### config.mk
export PLATFORM = sky130hd
export DESIGN_NAME = axi_read_slv_sram
export DESIGN_NICKNAME = d
export VERILOG_FILES = /design/src/rtl/axi_read_slv_sram.sv
export SDC_FILE = /design/constraint.sdc
export NUM_CORES = 1
export LEC_CHECK = 0
export ABC_AREA = 1
export BUFFER_PORTS_ARGS = -buffer_cell sky130_fd_sc_hd__clkbuf_2
export CORE_ASPECT_RATIO = 0.7
export CORE_UTILIZATION = 50
export CTS_CLUSTER_DIAMETER = 100
export CTS_CLUSTER_SIZE = 28
export DETAILED_ROUTE_END_ITERATION = 8
export PLACE_DENSITY = 0.81
export SLEW_MARGIN = 20
export SYNTH_ARGS = -nofsm -noshare
export SYNTH_HDL_FRONTEND = slang
export SYNTH_SLANG_ARGS = --single-unit
### constraint.sdc
create_clock -name clk -period 3.05 [get_ports clk]
set_input_delay 0.7625 -clock clk [delete_from_list [all_inputs] [get_ports clk]]
set_output_delay 0.7625 -clock clk [all_outputs]
set_load 0.01 [all_outputs]
### src/rtl/axi_read_slv_sram.sv
// AXI4 read-channel responder in front of a 1-cycle-latency synchronous SRAM.
// AR requests are queued in order; each burst is walked one beat at a time,
// with every beat costing one SRAM read followed by one R handshake.
module axi_read_slv_sram #(
    parameter int unsigned ARID_WIDTH   = 4,
    parameter int unsigned ARADDR_WIDTH = 10,
    parameter int unsigned RDATA_WIDTH  = 64,
    parameter int unsigned MEM_AW       = 7,
    parameter int unsigned AR_DEPTH     = 4
) (
    input  logic                    clk,
    input  logic                    rst_n,
    input  logic [ARID_WIDTH-1:0]   ARID,
    input  logic [ARADDR_WIDTH-1:0] ARADDR,
    input  logic [7:0]              ARLEN,
    input  logic [2:0]              ARSIZE,
    input  logic [1:0]              ARBURST,
    input  logic [3:0]              ARREGION,
    input  logic                    ARVALID,
    output logic                    ARREADY,
    output logic [ARID_WIDTH-1:0]   RID,
    output logic [RDATA_WIDTH-1:0]  RDATA,
    output logic [1:0]              RRESP,
    output logic                    RLAST,
    output logic                    RVALID,
    input  logic                    RREADY,
    output logic                    mem_rd_en,
    output logic [MEM_AW-1:0]       mem_rd_addr,
    input  logic [RDATA_WIDTH-1:0]  mem_rd_data
);
    localparam int unsigned BPW      = RDATA_WIDTH / 8;
    localparam int unsigned BPW_LOG2 = $clog2(BPW);
    localparam int unsigned PTR_W    = $clog2(AR_DEPTH);
    localparam int unsigned CNT_W    = PTR_W + 1;

    typedef enum logic [1:0] {StIdle, StWait, StResp} state_e;

    // Region is not decoded by this responder.
    logic unused_region;
    assign unused_region = ^ARREGION;

    // ---------------- AR queue ----------------
    logic [ARID_WIDTH-1:0]   q_id    [AR_DEPTH];
    logic [ARADDR_WIDTH-1:0] q_addr  [AR_DEPTH];
    logic [7:0]              q_len   [AR_DEPTH];
    logic [2:0]              q_size  [AR_DEPTH];
    logic [1:0]              q_burst [AR_DEPTH];

    logic [PTR_W-1:0] wr_ptr_q, rd_ptr_q;
    logic [CNT_W-1:0] count_q;
    logic             ar_en_q;  // holds ARREADY low through reset
    logic             full, empty, push, pop;

    assign full    = (count_q == CNT_W'(AR_DEPTH));
    assign empty   = (count_q == '0);
    assign ARREADY = ar_en_q & ~full;
    assign push    = ARVALID & ARREADY;

    // Queue pointers and occupancy; push and pop together leave count unchanged.
    always_ff @(posedge clk) begin
        if (!rst_n) begin
            wr_ptr_q <= '0;
            rd_ptr_q <= '0;
            count_q  <= '0;
            ar_en_q  <= 1'b0;
        end else begin
            ar_en_q <= 1'b1;
            if (push) wr_ptr_q <= wr_ptr_q + PTR_W'(1);
            if (pop)  rd_ptr_q <= rd_ptr_q + PTR_W'(1);
            if (push && !pop)      count_q <= count_q + CNT_W'(1);
            else if (pop && !push) count_q <= count_q - CNT_W'(1);
        end
    end

    // Queue storage; contents are don't-care while the entry is free.
    always_ff @(posedge clk) begin
        if (push) begin
            q_id[wr_ptr_q]    <= ARID;
            q_addr[wr_ptr_q]  <= ARADDR;
            q_len[wr_ptr_q]   <= ARLEN;
            q_size[wr_ptr_q]  <= ARSIZE;
            q_burst[wr_ptr_q] <= ARBURST;
        end
    end

    logic [ARADDR_WIDTH-1:0] head_addr;
    logic [7:0]              head_len;
    logic [2:0]              head_size;
    logic [1:0]              head_burst;
    logic                    head_err;
    logic [ARADDR_WIDTH-1:0] head_align_mask;

    assign head_addr       = q_addr[rd_ptr_q];
    assign head_len        = q_len[rd_ptr_q];
    assign head_size       = q_size[rd_ptr_q];
    assign head_burst      = q_burst[rd_ptr_q];
    assign head_align_mask = (ARADDR_WIDTH'(1) << head_size) - ARADDR_WIDTH'(1);

    // Whole-burst SLVERR decision for the request at the queue head.
    always_comb begin
        head_err = 1'b0;
        if (head_burst == 2'b11)                      head_err = 1'b1;
        if (head_size > 3'(BPW_LOG2))                 head_err = 1'b1;
        if ((head_addr & head_align_mask) != '0)      head_err = 1'b1;
        if (head_burst == 2'b10 &&
            !(head_len inside {8'd1, 8'd3, 8'd7, 8'd15})) head_err = 1'b1;
    end

    // ---------------- burst walker ----------------
    state_e                  state_q, state_d;
    logic [ARID_WIDTH-1:0]   id_q, id_d;
    logic [ARADDR_WIDTH-1:0] addr_q, addr_d;
    logic [7:0]              len_q, len_d, cnt_q, cnt_d;
    logic [2:0]              size_q, size_d;
    logic [1:0]              burst_q, burst_d;
    logic                    err_q, err_d;
    logic [RDATA_WIDTH-1:0]  rdata_q, rdata_d;

    logic [ARADDR_WIDTH-1:0] step, incr_addr, wrap_mask, next_addr;
    logic                    last_beat, rd_en;
    logic [MEM_AW-1:0]       rd_word;

    assign step      = ARADDR_WIDTH'(1) << size_q;
    assign incr_addr = addr_q + step;
    assign wrap_mask = ((ARADDR_WIDTH'(len_q) + ARADDR_WIDTH'(1)) << size_q) - ARADDR_WIDTH'(1);
    assign last_beat = (cnt_q == len_q);

    // Address of the following beat for the current burst type.
    always_comb begin
        unique case (burst_q)
            2'b00:   next_addr = addr_q;
            2'b10:   next_addr = (addr_q & ~wrap_mask) | (incr_addr & wrap_mask);
            default: next_addr = incr_addr;
        endcase
    end

    // Next-state, burst context and SRAM read strobe.
    always_comb begin
        state_d = state_q;
        id_d    = id_q;
        addr_d  = addr_q;
        len_d   = len_q;
        size_d  = size_q;
        burst_d = burst_q;
        err_d   = err_q;
        cnt_d   = cnt_q;
        rdata_d = rdata_q;
        pop     = 1'b0;
        rd_en   = 1'b0;
        rd_word = head_addr[ARADDR_WIDTH-1:BPW_LOG2];
        unique case (state_q)
            StIdle: begin
                if (!empty) begin
                    pop     = 1'b1;
                    id_d    = q_id[rd_ptr_q];
                    addr_d  = head_addr;
                    len_d   = head_len;
                    size_d  = head_size;
                    burst_d = head_burst;
                    err_d   = head_err;
                    cnt_d   = '0;
                    rdata_d = '0;
                    if (head_err) begin
                        state_d = StResp;
                    end else begin
                        rd_en   = 1'b1;
                        state_d = StWait;
                    end
                end
            end
            StWait: begin
                rdata_d = mem_rd_data;
                state_d = StResp;
            end
            StResp: begin
                if (RREADY) begin
                    if (last_beat) begin
                        state_d = StIdle;
                    end else begin
                        cnt_d  = cnt_q + 8'd1;
                        addr_d = next_addr;
                        if (!err_q) begin
                            rd_en   = 1'b1;
                            rd_word = next_addr[ARADDR_WIDTH-1:BPW_LOG2];
                            state_d = StWait;
                        end
                    end
                end
            end
            default: state_d = StIdle;
        endcase
    end

    // Burst context and R-channel registers.
    always_ff @(posedge clk) begin
        if (!rst_n) begin
            state_q <= StIdle;
            id_q    <= '0;
            addr_q  <= '0;
            len_q   <= '0;
            size_q  <= '0;
            burst_q <= '0;
            err_q   <= 1'b0;
            cnt_q   <= '0;
            rdata_q <= '0;
        end else begin
            state_q <= state_d;
            id_q    <= id_d;
            addr_q  <= addr_d;
            len_q   <= len_d;
            size_q  <= size_d;
            burst_q <= burst_d;
            err_q   <= err_d;
            cnt_q   <= cnt_d;
            rdata_q <= rdata_d;
        end
    end

    assign mem_rd_en   = rd_en & rst_n;
    assign mem_rd_addr = rd_word;
    assign RVALID      = (state_q == StResp);
    assign RLAST       = RVALID & last_beat;
    assign RRESP       = (RVALID && err_q) ? 2'b10 : 2'b00;
    assign RID         = id_q;
    assign RDATA       = rdata_q;

endmodule

**Word level (Yosys, flattened, before mapping)**

Memories as Yosys holds them, arrays and structs flattened. A register that Yosys moved wholly into a read port is not among the register bits.
Cells that the tools add are included.

- Bits in registers: 106
- Bits in latches: 0
- RAM bits: 108
- Bits in read-only memories: 0
- Input port bits: 99
- Output and inout bits: 81
- Word-level logic and storage cells: 126
- Memories kept: 5

- $add $sub $neg: 9
- Multiply operators: 0
- Divide/modulo/power cells: 0
- Magnitude comparators: 1
- Eq/ne operators: 16
- Shifts and indexed selects: 3
- Multiplexer cells: 47
- Bitwise gates (word level): 11
- Reductions and logical operators: 21

Memories:

| name | depth | bits a word | rd ports | clocked after memory_dff | wr ports | line | source |
|---|---|---|---|---|---|---|---|
| q_addr | 4 | 10 | 1 | 1 | 1 | 44 | `logic [ARADDR_WIDTH-1:0] q_addr [AR_DEPTH];` |
| q_len | 4 | 8 | 1 | 1 | 1 | 45 | `logic [7:0] q_len [AR_DEPTH];` |
| q_id | 4 | 4 | 1 | 1 | 1 | 43 | `logic [ARID_WIDTH-1:0] q_id [AR_DEPTH];` |
| q_size | 4 | 3 | 1 | 1 | 1 | 46 | `logic [2:0] q_size [AR_DEPTH];` |
| q_burst | 4 | 2 | 1 | 1 | 1 | 47 | `logic [1:0] q_burst [AR_DEPTH];` |

Operator list:

| cell | number |
|---|---|
| 64-bit one-hot mux with 2 select lines | 1 |
| 64-bit 2-to-1 mux | 1 |
| 10-bit one-hot mux with 2 select lines | 2 |
| 10-bit bitwise AND | 3 |
| 10-bit 2-to-1 mux | 3 |
| 2-bit 2-to-1 mux | 14 |
| 7-bit 2-to-1 mux | 4 |
| 8-bit 2-to-1 mux | 3 |
| 1-bit by 3-bit left shift with 10-bit output, first input constant | 2 |
| 8-bit one-hot mux with 2 select lines | 1 |
| 1-bit 2-to-1 mux | 14 |
| 10-bit adder | 1 |
| 10-bit NOT | 1 |
| 10-bit bitwise OR | 1 |
| 10-bit nonzero test | 1 |
| 9-bit by 3-bit left shift with 10-bit output | 1 |
| 10-bit by 1-bit subtractor with 10-bit output, second input constant | 1 |
| 10-bit by 2-bit subtractor with 10-bit output, second input constant | 1 |
| 8-bit by 1-bit adder with 9-bit output, second input constant | 1 |
| 8-bit by 1-bit adder with 8-bit output, second input constant | 1 |
| 2-bit == test, second input constant | 4 |
| 8-bit by 1-bit == test with 1-bit output, second input constant | 1 |
| 8-bit by 2-bit == test with 1-bit output, second input constant | 1 |
| 8-bit by 3-bit == test with 1-bit output, second input constant | 1 |
| 26 further kinds | 44 |

**Longest topological paths before layout**

- Depth after elaboration: 11
- Mapped depth: 20
- Gate-level depth less buffers: 20

**Worst setup path before layout**

OpenSTA, ideal clock, no wires.

- Path type: reg2out
- Start point: register size_q[1]
- End point: output mem_rd_addr[3]
- Arrival time: 2.427 ns
- Required time: 2.288 ns
- Path slack: -0.139 ns
- Cell stages (with the launch flop): 16
- Buffers on the path: 1
- Cell sequence: dfxtp_1 -> clkbuf_1 -> nor2_1 -> inv_1 -> nor2_1 -> inv_1 -> fa_1 -> o21ai_0 -> a21oi_1 -> o21bai_1 -> xor2_1 -> o21ai_0 -> inv_1 -> nand2_1 -> nand2_1 -> o21ai_0

- Longest elaborated chain between the ends: 10

Ends and longest elaborated chain:

| item | line | source |
|---|---|---|
| start: declaration | 114 | `logic [2:0] size_q, size_d;` |
| start signal: assignment | 211 | `size_q <= size_d;` |
| 9-bit by 3-bit left shift with 10-bit output | 125 | `assign wrap_mask = ((ARADDR_WIDTH'(len_q) + ARADDR_WIDTH'(1)) << size_q) - ARADDR_WIDTH'(1);` |
| 10-bit by 1-bit subtractor with 10-bit output | 125 |  |
| 10-bit NOT | 132 | `2'b10: next_addr = (addr_q & ~wrap_mask) \| (incr_addr & wrap_mask);` |
| 10-bit bitwise AND | 132 |  |
| 10-bit bitwise OR | 132 |  |
| 10-bit one-hot mux with 2 select lines (*) | 130 | `unique case (burst_q)` |
| 7-bit 2-to-1 mux (*) | 182 | `if (!err_q) begin` |
| 7-bit 2-to-1 mux (*) | 177 | `if (last_beat) begin` |
| 7-bit 2-to-1 mux (*) | 176 | `if (RREADY) begin` |
| 7-bit 2-to-1 mux (*) | 151 | `unique case (state_q)` |
| end: declaration | 28 | `output logic [MEM_AW-1:0] mem_rd_addr,` |

Mark *: on every way between the ends. The rest lies on a longest branch, timed or not.

**Final worst setup path**

- Start point: register size_q[1]
- End point: output mem_rd_addr[1]

Same word-level chain as after synthesis.

==> results.json <==
{
  "nets": 1475,
  "yosysSeqAreaShare_pct": 55.61,
  "clk_latency_ns": 0.48,
  "vdd_drop_max_mv": 0.5559,
  "wl_met2_mm": 13.22,
  "stdcell_count": 1626,
  "synth_area_mm2": 0.009864,
  "r2r_cells": 25,
  "synth-simple-area-share_pct": 19.93,
  "drt-total-wl_mm": 28.19,
  "setup_ws_ns": -0.6848,
  "critPathKind": "reg -> out",
  "grt-ovfl-total": 0,
  "finalHoldViolCount": 0,
  "wl_met1_mm": 11.60,
  "max-clock-path-buffers": 3,
  "cellLeakagePower_nw": 5.149,
  "period_needed_ns": 3.735,
  "slew_headroom_pct": 43.77,
  "holdPathEnd": "RDATA[13]",
  "hold_class": "reg -> reg",
  "dp_hpwl_mm": 18.55,
  "cp.arrival_ns": 2.97,
  "cts_tree": "done",
  "numCtsBuffers": 11,
  "core_mm2": 0.01913,
  "clk_pin_slew_worst_paths_ns": 0.10,
  "first_pass_iters": 6,
  "vias_per_cell": 5.624,
  "dp.cells": 1553,
  "wl_met3_mm": 2.425,
  "synth_xor_area_share_pct": 1.421,
  "slew_violations": 0,
  "grt_pass1_wl_mm": 43.68,
  "reg2reg_to": "addr_q[9]",
  "critPathMaxFanout": 4,
  "grt_usage_pct": 27.14,
  "gp_congestion": 0.9136,
  "ioPinCount": 180,
  "grt_max_degree": 76,
  "hold_ws_ns": 0.4662,
  "rows": 42,
  "synthMuxAreaShare_pct": 0,
  "clock-sinks": 220,
  "synth_compound_area_share_pct": 14.78,
  "root_buffer": "clkbuf_16",
  "reg2reg_from": "size_q[1]",
  "fin_crit_sh_pct": 122.5,
  "routed.top_layer": "met5",
  "synth_top_family_by_area": "simple AND/OR/NAND/NOR gates",
  "synthDistinctLibCells": 47,
  "final_antenna_net_count": 0,
  "portBuffers": 174,
  "vias": 9145,
  "synthToLayoutAreaGrowth_pct": 27.52,
  "setup_violations": 9,
  "grt_pass1_vias": 8657,
  "whs_path_depth": 2,
  "synth-seq-cells": 220,
  "tightest_slew_ns": 0.8434,
  "floorplan.initialDensity_pct": 51.57,
  "skew_ns": 0.02336,
  "grt_setup_unrepaired": "true",
  "startpoint_type": "register",
  "h-tree-depth": 1,
  "yosysWarnings": 0,
  "synthAdderAreaFrac_pct": 2.435,
  "nFillCells": 1459,
  "die_w_um": 169.9,
  "ctsHoldBuffers": 0,
  "endpoint_kind": "output pin",
  "first_iter_violations": 866,
  "die-area_mm2": 0.02030,
  "fin_util_pct": 65.76,
  "syn_avg_cell_area_um2": 8.879,
  "drv_cap": 0,
  "critPathRequiredTime_ns": 2.29,
  "ff2ff_setup_slack_ns": -0.53,
  "synth_nets": 1228,
  "fmax_ghz": 0.2677,
  "synthCells": 1111,
  "drive_above_1_share_pct": 30.47,
  "worstHoldStart": "RDATA[13]",
  "wl_per_cell_um": 17.34,
  "powerDensity_mw_per_mm2": 999.4,
  "antenna_found_initial": 1,
  "die_h_um": 119.5,
  "antennaDiodeCount": 0,
  "drc": 0,
  "failed_checks": "negative setup slack",
  "critPathLaunch": "size_q[1]",
  "status": "finished with violations"
}
[metal layers]
layer  vias up  track usage, %
li1       4312               -
met1      4268           36.85
met2       470           43.85
met3        93           4.848
met4         2           9.459
met5         -               0
[registers in the layout, summed over array words and instances, names as in the netlist, 3 cells and up, named ones only]
signal and cells:
RDATA 64, RID 4, addr_q 10, cnt_q 8
count_q 3, len_q 8, q_addr 40, q_burst 8
q_id 16, q_len 32, q_size 12, size_q 3
[cell usage after synthesis, drive strengths merged]
master	number	share of area, %
dfxtp	112	23
nor4	2	0.13
nor3b	2	0.15
o21ai	89	4.6
conb	1	0.038
nand3	124	6.7
fa	2	0.41
a32o	9	0.91
and3	1	0.063
o311ai	1	0.089
o2111ai	1	0.089
xnor2	2	0.18
clkbuf	44	1.7
o22ai	24	1.5
nor3	9	0.46
a31o	1	0.089
edfxtp	108	33
a21oi	115	5.9
o21bai	4	0.38
inv	86	3.3
a211oi	3	0.23
a32oi	2	0.18
o211ai	5	0.38
nand3b	1	0.076
nor2	84	3.4
and2	1	0.063
nand4	3	0.19
a31oi	5	0.32
ha	16	2.0
clkinv	3	0.11
o31ai	1	0.076
or2	2	0.13
buf	13	0.74
o31a	1	0.089
xor2	14	1.2
nand2	220	8.6
[final cells by class]
cell class                      count  area (µm²)  area share, %
Sequential cell                   220        5507          43.77
Multi-Input combinational cell    745        4115          32.71
Timing Repair Buffer              291        1957          15.56
Inverter                           89       346.6          2.755
Tap cell                          264       330.3          2.626
Clock buffer                       16       294.0          2.337
Clock inverter                      1       30.03         0.2387
[cell families (layout without fill, tap and decap cells)]
| family | Yosys count | in the layout |
|---|---|---|
| AO/OA/AOI/OAI | 261 | 261 |
| XOR/XNOR | 16 | 16 |
| adder cells (fa/ha/maj) | 18 | 18 |
| buffers and inverters | 146 | 397 |
| flip-flops | 220 | 220 |
| other | 1 | 1 |
| AND/OR/NAND/NOR | 449 | 449 |
[through the flow]
stage / total power, mW / instance area [µm²] / setup WS [ns] / TNS, ns
global route: 13.27 / 12580 / -0.8193 / -5.884
CTS: 11.99 / 12360 / -0.5190 / -3.437
detailed placement: 9.393 / 11360 / -0.2121 / -0.9749
finish: 12.57 / 12580 / -0.6848 / -4.532
global placement: 9.253 / 11360 / -0.1414 / -0.6288
floorplan: 7.429 / 9869 / -0.007282 / -0.007282
[critical path: stages, from the launching register on]
cell,delay [ns]
dfxtp_4,0.38
nor2_4,0.12
inv_2,0.06
nor2_4,0.14
ha_4,0.15
inv_2,0.04
fa_2,0.38
o21ai_4,0.21
buf_4,0.14
buf_4,0.10
xor2_2,0.14
nand2_1,0.08
o211ai_1,0.14
nand3_2,0.10
nand2_1,0.06
o21ai_0,0.08
buf_4,0.17
[power by group]
part	total (mW)	switching [mW]	internal, mW
sequential	3.87	0.376	3.49
combinational	7.05	4.25	2.80
clock	1.65	0.886	0.766
total	12.6	5.52	7.05
[how the worst max path moves through the flow]
| stage | end | cells after the start | slack (ns) |
|---|---|---|---|
| 2_1_floorplan | mem_rd_addr[3] | 16 | -0.007 |
| 3_3_place_gp | mem_rd_addr[3] | 16 | -0.14 |
| 3_5_place_dp | mem_rd_addr[3] | 16 | -0.21 |
| 4_1_cts | mem_rd_addr[3] | 16 | -0.52 |
| 5_1_grt | mem_rd_addr[5] | 17 | -0.82 |
| 6_report | mem_rd_addr[1] | 16 | -0.68 |
[placed cells by master, fill, tap and decap left out, types with 5 or more instances in the layout]
cell type  Yosys  routed
a21oi_1      114     108
a21oi_2        1       7
a31oi_1        5       5
a32o_2         0       5
buf_12         0       8
buf_4          3     102
buf_6          0       6
clkbuf_1      44       5
clkbuf_16      0      12
clkbuf_2       0     168
dfxtp_1      112     103
dfxtp_2        0       5
edfxtp_1     108     108
ha_1          16      14
inv_1         77      67
inv_2          9      16
nand2_1      212     198
nand2_2        8      19
nand3_1      116     112
nand3_2        8      11
nor2_1        80      69
nor2_2         2       9
nor2_4         2       6
nor3_1         9       6
o211ai_1       5       5
o21ai_0       82      71
o21ai_1        6      13
o22ai_1       24      23
xor2_1        14      10
[repair_timing]
action	4_1_cts	5_1_grt
setup endpoints to repair	8	11
hold endpoints to repair	0	0
gates cloned	3	1
pin swaps	33	20
buffers inserted	45	9
resized for setup	84	38
(Power assumes the default switching activity.)
